`src/rtl/dmem_dump.sv`:
```
// Data-memory dump streamer: freezes the datapath, reads a block of words
// and streams them out over valid/ready while accumulating a checksum.
module dmem_dump #(
  parameter int DW = 32,
  parameter int AW = 6,
  parameter int CW = AW + 1
) (
  input  logic          clk,
  input  logic          rst_n,
  input  logic          start,
  input  logic [AW-1:0] base_addr,
  input  logic [CW-1:0] word_count,
  output logic          mem_rd,
  output logic [AW-1:0] mem_addr,
  input  logic [DW-1:0] mem_rdata,
  output logic [DW-1:0] out_data,
  output logic          out_valid,
  input  logic          out_ready,
  output logic          out_last,
  output logic          busy,
  output logic          done,
  output logic [DW-1:0] checksum,
  output logic          dp_hold
);

  localparam logic [2:0] S_IDLE = 3'd0;
  localparam logic [2:0] S_READ = 3'd1;
  localparam logic [2:0] S_CAPT = 3'd2;
  localparam logic [2:0] S_SEND = 3'd3;
  localparam logic [2:0] S_DONE = 3'd4;

  logic [2:0]    r_state;
  logic [AW-1:0] r_addr;
  logic [CW-1:0] r_cnt;
  logic [DW-1:0] r_data;
  logic [DW-1:0] r_sum;

  logic w_last;
  logic w_hs;

  assign w_last = (r_cnt == CW'(1));
  assign w_hs   = (r_state == S_SEND) && out_ready;

  always_ff @(posedge clk) begin
    if (!rst_n) begin
      r_state <= S_IDLE;
      r_addr  <= '0;
      r_cnt   <= '0;
      r_data  <= '0;
      r_sum   <= '0;
    end else begin
      unique case (r_state)
        S_IDLE: begin
          if (start) begin
            r_sum <= '0;
            if (word_count != '0) begin
              r_addr  <= base_addr;
              r_cnt   <= word_count;
              r_state <= S_READ;
            end else begin
              r_state <= S_DONE;
            end
          end
        end
        S_READ: r_state <= S_CAPT;
        // Capturing a cycle late covers both comb and registered memories
        S_CAPT: begin
          r_data  <= mem_rdata;
          r_state <= S_SEND;
        end
        S_SEND: begin
          if (w_hs) begin
            r_sum <= r_sum + r_data;
            r_cnt <= r_cnt - CW'(1);
            if (w_last) begin
              r_state <= S_DONE;
            end else begin
              r_addr  <= r_addr + AW'(1);
              r_state <= S_READ;
            end
          end
        end
        S_DONE:  r_state <= S_IDLE;
        default: r_state <= S_IDLE;
      endcase
    end
  end

  assign mem_rd    = (r_state == S_READ) || (r_state == S_CAPT);
  assign mem_addr  = r_addr;
  assign out_data  = r_data;
  assign out_valid = (r_state == S_SEND);
  assign out_last  = (r_state == S_SEND) && w_last;
  assign busy      = mem_rd || out_valid;
  assign dp_hold   = busy;
  assign done      = (r_state == S_DONE);
  assign checksum  = r_sum;

endmodule

```
`config.mk`:
```
export PLATFORM = sky130hd
export DESIGN_NAME = dmem_dump
export DESIGN_NICKNAME = d
export VERILOG_FILES = /design/src/rtl/dmem_dump.sv
export SDC_FILE = /design/constraint.sdc
export NUM_CORES = 1
export LEC_CHECK = 0
export ABC_AREA = 1
export CAP_MARGIN = 30
export CORE_MARGIN = 2
export CORE_UTILIZATION = 50
export DETAILED_ROUTE_END_ITERATION = 12
export GPL_TIMING_DRIVEN = 0
export PLACE_DENSITY = 0.88
export SYNTH_ARGS = -nofsm -noshare
export SYNTH_HDL_FRONTEND = slang
export SYNTH_SLANG_ARGS = --single-unit
```
`constraint.sdc`:
```
create_clock -name clk -period 3.15 [get_ports clk]
set_input_delay 0.315 -clock clk [delete_from_list [all_inputs] [get_ports clk]]
set_output_delay 0.315 -clock clk [all_outputs]
set_load 0.01 [all_outputs]
```
# After elaboration in Yosys (flattened, before gate mapping)
# Index checks and enable logic that the tools add are counted.
# totals
reg_bits,80
inputBits,49
out_inout_bits,76
# classes
addsub,3
n_eq_ne,9
mux,17
reduce_logical,11
# op_table
operator,n
32-bit 2-to-1 mux,2
32-bit one-hot mux with 2 select lines,1
32-bit adder,1
6-bit 2-to-1 mux,4
7-bit 2-to-1 mux,3
7-bit one-hot mux with 2 select lines,1
3-bit 2-to-1 mux,4
3-bit one-hot mux with 4 select lines,1
6-bit one-hot mux with 2 select lines,1
7-bit by 1-bit equality test with 1-bit output (second input constant),1
7-bit nonzero test,1
7-bit by 1-bit subtractor with 7-bit output (second input constant),1
6-bit by 1-bit adder with 6-bit output (second input constant),1
3-bit by 2-bit equality test with 1-bit output (second input constant),2
2-bit != test (second input constant),3
5-bit AND reduction,1
4-bit AND reduction,1
3-bit by 1-bit equality test with 1-bit output (second input constant),1
3-bit equality test (second input constant),1
3-bit logical NOT,1
3-bit AND reduction,1
1-bit logical AND,2
1-bit logical OR,2
2-bit by 1-bit != test with 1-bit output (second input constant),1
other kinds (2),2

# Logic depth before layout (Yosys ltp)
# Gate-level depths: netlist (run 1).
# logic_depth
ltp_word,4
ltp_mapped,14

# Least setup slack after synthesis (run 1)
# No wires, ideal clock.
# synth_timing
path_kind,reg2reg
start,register r_sum[0] (netlist: checksum[0])
end,register r_sum[28] (netlist: checksum[28])
setup_ns,0.132
arrival_ns,1.740
path_slack_ns,1.277
stages_incl_launch_ff,14
path_buffers,0
cell_sequence,dfxtp_1 ha_1 inv_1 fa_1 inv_1 nand3_1 nand3_1 nand3_1 nand3_1 nand2_1 nand2_1 nand2_1 nand3_1 a21oi_1
# synth_via
elab_chain_cells,3
# synth_lines
item,line_no,rtl
"start, declared",36,logic [DW-1:0] r_sum;
"start signal, assigned",73,r_sum <= r_sum + r_data;
32-bit adder,73,
32-bit 2-to-1 mux,72,if (w_hs) begin
32-bit one-hot mux with 2 select lines,52,unique case (r_state)
# No other way between the ends. The select of a mux whose other input is x is not followed.
# A chain may end at the register's enable or synchronous reset.

# Worst setup path in the final report (run 1)
# layout_timing
start,register r_cnt[3]
end,output port out_last
# layout_via
elab_chain_cells,2
# layout_lines
item,line_no,rtl
"start, declared",34,logic [CW-1:0] r_cnt;
"start signal, assigned",58,r_cnt <= word_count;
"start signal, assigned",74,r_cnt <= r_cnt - CW'(1);
7-bit by 1-bit equality test with 1-bit output,41,assign w_last = (r_cnt == CW'(1));
1-bit logical AND,93,assign out_last = (r_state == S_SEND) && w_last;
"end, declared",19,"output logic out_last,"
# No other way between the ends.

==> flow_summary.toml, run 1 <==
[floorplan]
rows = 38
io_pins = 125
fp.dieH_um = 110.1
die-area_um2 = 12130
initial_core_util = 0.5151
die_w_um = 110.1
coreArea_um2 = 10940

[clocking]
ctsResizeCount = 0
post_cts_buffers = 0
cts_hold_buf = 0
clk_path_buf_depth = 2
clk-insertion-delay-late_ns = 0.34
clock-root-buffer = "clkbuf_16"
cts_buffers = 9
cts_num_sinks = 80
htree_levels = 3
path_clk_slew_ns = 0.06
cts_tree = "yes"

[worst_hold_path]
min_path_cells = 2
min_path_type = "flop to flop"

[place]
port_buffers = 124
pre_cts_ws_ns = 0.9064
dp_hpwl_um = 12830
gp_congestion = 0.9401
place_inst = 1201

[synth]
synth-seq-cells = 80
ys.warnings.count = 0
synthArstFlopShare = 0
seq_area_frac_synth = 0.2843
synthesis.nets = 1021
post_synth.cell_area_avg_um2 = 6.012
synth_area_um2 = 5633
synth-edff-count = 0
synthCells = 937
ys_types = 41
synth_flop_cell = "dfxtp_1"

[layout]
syn_to_final_growth_pct = 31.43
antenna_cells = 0
layout.nets = 1156
instances_no_fill = 1217
drive_gt1_frac = 0.05292

[detailed_routing]
postRouteAntennaNets = 0
wl_per_cell_um = 13.58
drt-total-wl_um = 16530
drc = 0
first_iter_violations = 400
dr.pass1.iters = 5
vias = 6266
via_per_inst = 5.149

[timing]
timing.hold.ws_ns = 0.4854
period_share = 0.7897
worstMarginPinSlew_ns = 0.7149
slew_violations = 0
finalSetupViolations = 0
rsz0062_at_grt = "no"
fin_crit_ns = 2.488
setup_tns_ns = 0
fin_skew_ns = 0.005965
relSlewSlack = 0.5197
hold_viol = 0
fmax_mhz = 402.0
setup_slack_ns = 0.6623

[worst_setup_path]
crit_family = "simple AND/OR/NAND/NOR gates"
end_kind = "output port"
cp_cell_sequence = "nor2_1 > nor3b_1 > nand4_2 > inv_1 > clkdlybuf4s50_1"
crit_arrival_ns = 2.17
crit_fanout = 4
startpoint_type = "flop"
worst-path-buf-inv = 2
cp.required_ns = 2.83
critPathMaxStageDelay_ns = 0.54
r2r_setup_slack_ns = 0.78
r2r_cells = 13
slowest_stage = "clkdlybuf4s50_1"
critical_path_class = "flop to output port"
critical_path_depth = 5

[power_and_ir_drop]
p_per_area_nw_per_um2 = 591.1
ir_drop_uv = 573.7
p_leak_nw = 3.659

[grt]
grt_pass1_vias = 5868
grt_max_degree = 15
grt_first_pass_wirelength_um = 27070
grt_usage = 0.2835
grt-ovfl-total = 0
antenna_found_initial = 0

[status]
status = "finished, final reports clean"

[flow_run]
drv_cap = 0
==> registers in the layout, summed over array words and instances (netlist names) <==
signal    count
out_data     32
r_cnt         7
checksum     32
r_state       3
mem_addr      6
==> cell usage in the layout (no fill, tap or decap), types with 2 or more instances in the layout <==
cell type | netlist | layout
xor2_1 | 2 | 2
nand3_1 | 62 | 62
o21ai_0 | 45 | 45
dfxtp_1 | 80 | 80
or2_4 | 2 | 2
nor2_2 | 2 | 2
ha_1 | 34 | 34
buf_4 | 3 | 3
nand3b_1 | 5 | 5
clkbuf_16 | 0 | 9
nand2_4 | 4 | 4
o21bai_1 | 3 | 3
inv_2 | 6 | 6
nor3_1 | 6 | 6
inv_6 | 1 | 2
xnor2_1 | 5 | 5
bufinv_16 | 0 | 3
nand2_1 | 313 | 313
nand4_1 | 3 | 3
or2_2 | 11 | 11
inv_1 | 127 | 127
clkdlybuf4s50_1 | 0 | 124
buf_2 | 3 | 3
buf_6 | 3 | 3
o21ai_1 | 2 | 2
clkbuf_1 | 14 | 14
a21oi_1 | 69 | 69
nor2_1 | 116 | 116
==> stage by stage <==
step	utilization	total power [mW]	cell area, um^2
floorplan	-	2.414	5633
global route	0.6770	4.611	7403
CTS	0.6770	4.363	7403
global placement	0.6446	3.058	7049
finish	0.6770	4.376	7403
detailed placement	0.6446	3.094	7049
==> power breakdown <==
part	total, mW	internal [mW]	switching [mW]	leakage [nW]
combinational	1.73	0.757	0.971	2.84
clock	1.27	0.801	0.468	0.169
sequential	1.38	1.20	0.183	0.651
total	4.38	2.75	1.62	3.66
==> routing by layer <==
metal  track usage  share of wire
met3       0.05291          0.074
met1        0.3716           0.45
met5             0              0
met4       0.09464          0.023
met2        0.4689           0.45
==> synthesized netlist by cell type (4+ instances only) <==
cell type,n,area [um^2]
a21oi_1,69,345.3
clkbuf_1,14,52.55
dfxtp_1,80,1602
ha_1,34,425.4
inv_1,127,476.7
inv_2,6,22.52
nand2_1,313,1175
nand2_4,4,45.04
nand3_1,62,310.3
nand3b_1,5,37.54
nor2_1,116,435.4
nor3_1,6,30.03
o21ai_0,45,225.2
or2_2,11,68.82
xnor2_1,5,43.79
==> cell type report <==
type / count / area [um^2]
buffer: 23 / 123.9
clock buffer: 10 / 239.0
clock inverter: 6 / 115.1
fill: 960 / 3532
inverter: 136 / 518.0
multi-input combinational: 698 / 3390
sequential: 80 / 1602
tap: 140 / 175.2
timing repair buffer: 124 / 1241
==> final timing paths <==
path,endpoint,from
worst max-delay path,out_last,r_cnt[3]
worst min-delay path,checksum[25],checksum[25]
worst max register to register,checksum[24],out_data[0]
worst min register to register,checksum[25],checksum[25]
==> logic make-up after synthesis <==
logic type               Yosys count  synth area share
XOR/XNOR                           7           0.01088
AO/OA/AOI/OAI                    125            0.1160
adder cells (fa/ha/maj)           35           0.07908
AND/OR/NAND/NOR                  531            0.3958
flip-flops                        80            0.2843
buffers and inverters            159            0.1139
==> worst min-delay path, cell delays in order, from the launching register on <==
cell     delay (ns)
dfxtp_1        0.32
nand2_1        0.06
a21oi_1        0.05
Note: power is estimated with default switching activity, not from simulation.
==> run 2: changes to the inputs <==
- CORE_UTILIZATION: 50 -> 47
- PLACE_DENSITY: 0.88 -> 0.87
- clock period: 3.15 -> 2.2 ns (I/O delays scaled with it)
==> run 2 against run 1 <==
Cell count up 0.49%. Combinational power up 49%. Sequential share of layout area is 0.19 points lower. Count of clock-buffer cells in the layout increased by 1. Non-clock buffer count increased by 3.
==> flow_summary.toml, run 2 (synthesis results as in run 1) <==
[status]
status = "finished, final reports clean"

[timing]
slew_violations = 0
timing.hold.ws_ns = 0.4569
hold_viol = 0
finalSetupViolations = 0
fin_skew_ns = 0.008821
period_share = 0.9654
worstMarginPinSlew_ns = 0.5588
relSlewSlack = 0.6275
setup_slack_ns = 0.07616
fin_crit_ns = 2.124
rsz0062_at_grt = "no"
fmax_mhz = 470.8

[clocking]
cts_hold_buf = 0
cts_num_sinks = 80
cts_tree = "yes"
clk_path_buf_depth = 2
path_clk_slew_ns = 0.07
clock-root-buffer = "clkbuf_16"
clk-insertion-delay-late_ns = 0.35
htree_levels = 3
cts_buffers = 9

[power_and_ir_drop]
power.switching_mw = 2.389
swShare = 0.3790
p_int_mw = 3.914
comb_power_share = 0.409
p_per_area_nw_per_um2 = 842.6
ir_drop_uv = 551.2
clockPowerShare = 0.275
p_leak_nw = 3.688
pwr-share-seq = 0.315

[floorplan]
fp.dieH_um = 113.5
initial_core_util = 0.4871
die-area_um2 = 12880
coreArea_um2 = 11560
io_pins = 125
die_w_um = 113.5
rows = 39

[layout]
final_cell_mix = "nand2_1 (313), inv_1 (126), clkdlybuf4s50_1 (124)"
fin_area_um2 = 7480
drive_gt1_frac = 0.06481
antenna_cells = 0
layout_commonest_cell = "nand2_1"
multiInputGateArea_um2 = 3445
seqCellArea_um2 = 1604
instances_no_fill = 1223
syn_to_final_growth_pct = 32.79
fillCellCount = 1036
layout.nets = 1159

[grt]
grt-ovfl-total = 0
grt_pass1_vias = 5782
use_met2 = 0.4267
grtUsageMet1 = 0.3348
antenna_found_initial = 0
grt_max_degree = 15
groute.layer.met3.usage = 0.05951
top_usage_layer = "met2"
grt_first_pass_wirelength_um = 27020
grt_usage = 0.2610

[detailed_routing]
vias = 6256
postRouteAntennaNets = 0
drt-total-wl_um = 16770
dr.pass1.iters = 5
via_per_inst = 5.115
first_iter_violations = 368
wl_per_cell_um = 13.71
drc = 0

[place]
gp_congestion = 0.9889
place_inst = 1204
dp_hpwl_um = 12900
pre_cts_ws_ns = -0.05668
placed_area_um2 = 7053
port_buffers = 124

[worst_setup_path]
end_kind = "flop"
critical_path_class = "flop to flop"
cp.required_ns = 2.41
crit_fanout = 4
startpoint_type = "flop"
crit_arrival_ns = 2.33

[worst_hold_path]
min_path_type = "input port to flop"

[flow_run]
drv_cap = 0
## run 2: worst max-delay path, stage by stage, from the launching register on
cell     delay [ns]
dfxtp_2        0.36
ha_4           0.16
inv_1          0.05
fa_1           0.41
inv_2          0.11
nand3_1        0.08
nand3_2        0.13
nand2_1        0.10
nand2_1        0.14
nand2_1        0.12
nand3_1        0.10
nand2_1        0.07
nand3_2        0.09
a21oi_1        0.06
## run 2: path summary, 6_finish.rpt
check	start	to	slack [ns]	cells past startpoint
max	out_data[0]	checksum[24]	0.08	13
min	mem_rdata[7]	out_data[7]	0.46	3
max reg2reg	out_data[0]	checksum[24]	0.08	13
min reg2reg	checksum[10]	checksum[10]	0.49	2
## run 2: cell type report
cell class	count	area share
Clock inverter	5	0.01154
Sequential cell	80	0.2145
Multi-Input combinational cell	698	0.4605
Timing Repair Buffer	128	0.1700
Clock buffer	11	0.03379
Buffer	22	0.01589
Tap cell	143	0.02392
Inverter	136	0.06992
## run 2: timing repair
item	CTS	global route
pin swaps	0	0
setup endpoints to repair	4	8
setup buffers	0	4
resized for setup	6	9
## run 2: power groups by stage
stage	combinational (mW)	sequential [mW]	clock, mW
after floorplan	1.45	2.01	0
after CTS	2.49	1.96	1.73
after global placement	2.40	1.98	0
after detailed placement	2.46	1.98	0
final	2.58	1.99	1.74
after global routing	2.82	2.01	1.80
## run 2: stage by stage
| step | power (mW) | TNS, ns | util |
|---|---|---|---|
| after floorplan | 3.457 | 0 | - |
| after global placement | 4.382 | -0.04039 | 0.6099 |
| after detailed placement | 4.443 | -0.06783 | 0.6099 |
| after CTS | 6.185 | -0.1056 | 0.6408 |
| after global routing | 6.627 | 0 | 0.6468 |
| final | 6.303 | 0 | 0.6468 |
## run 2: metal layers
metal	vias to the layer above	part of all wire
met5	-	0
met4	0	0.031
met3	45	0.069
met2	227	0.45
met1	2776	0.45
li1	3208	-
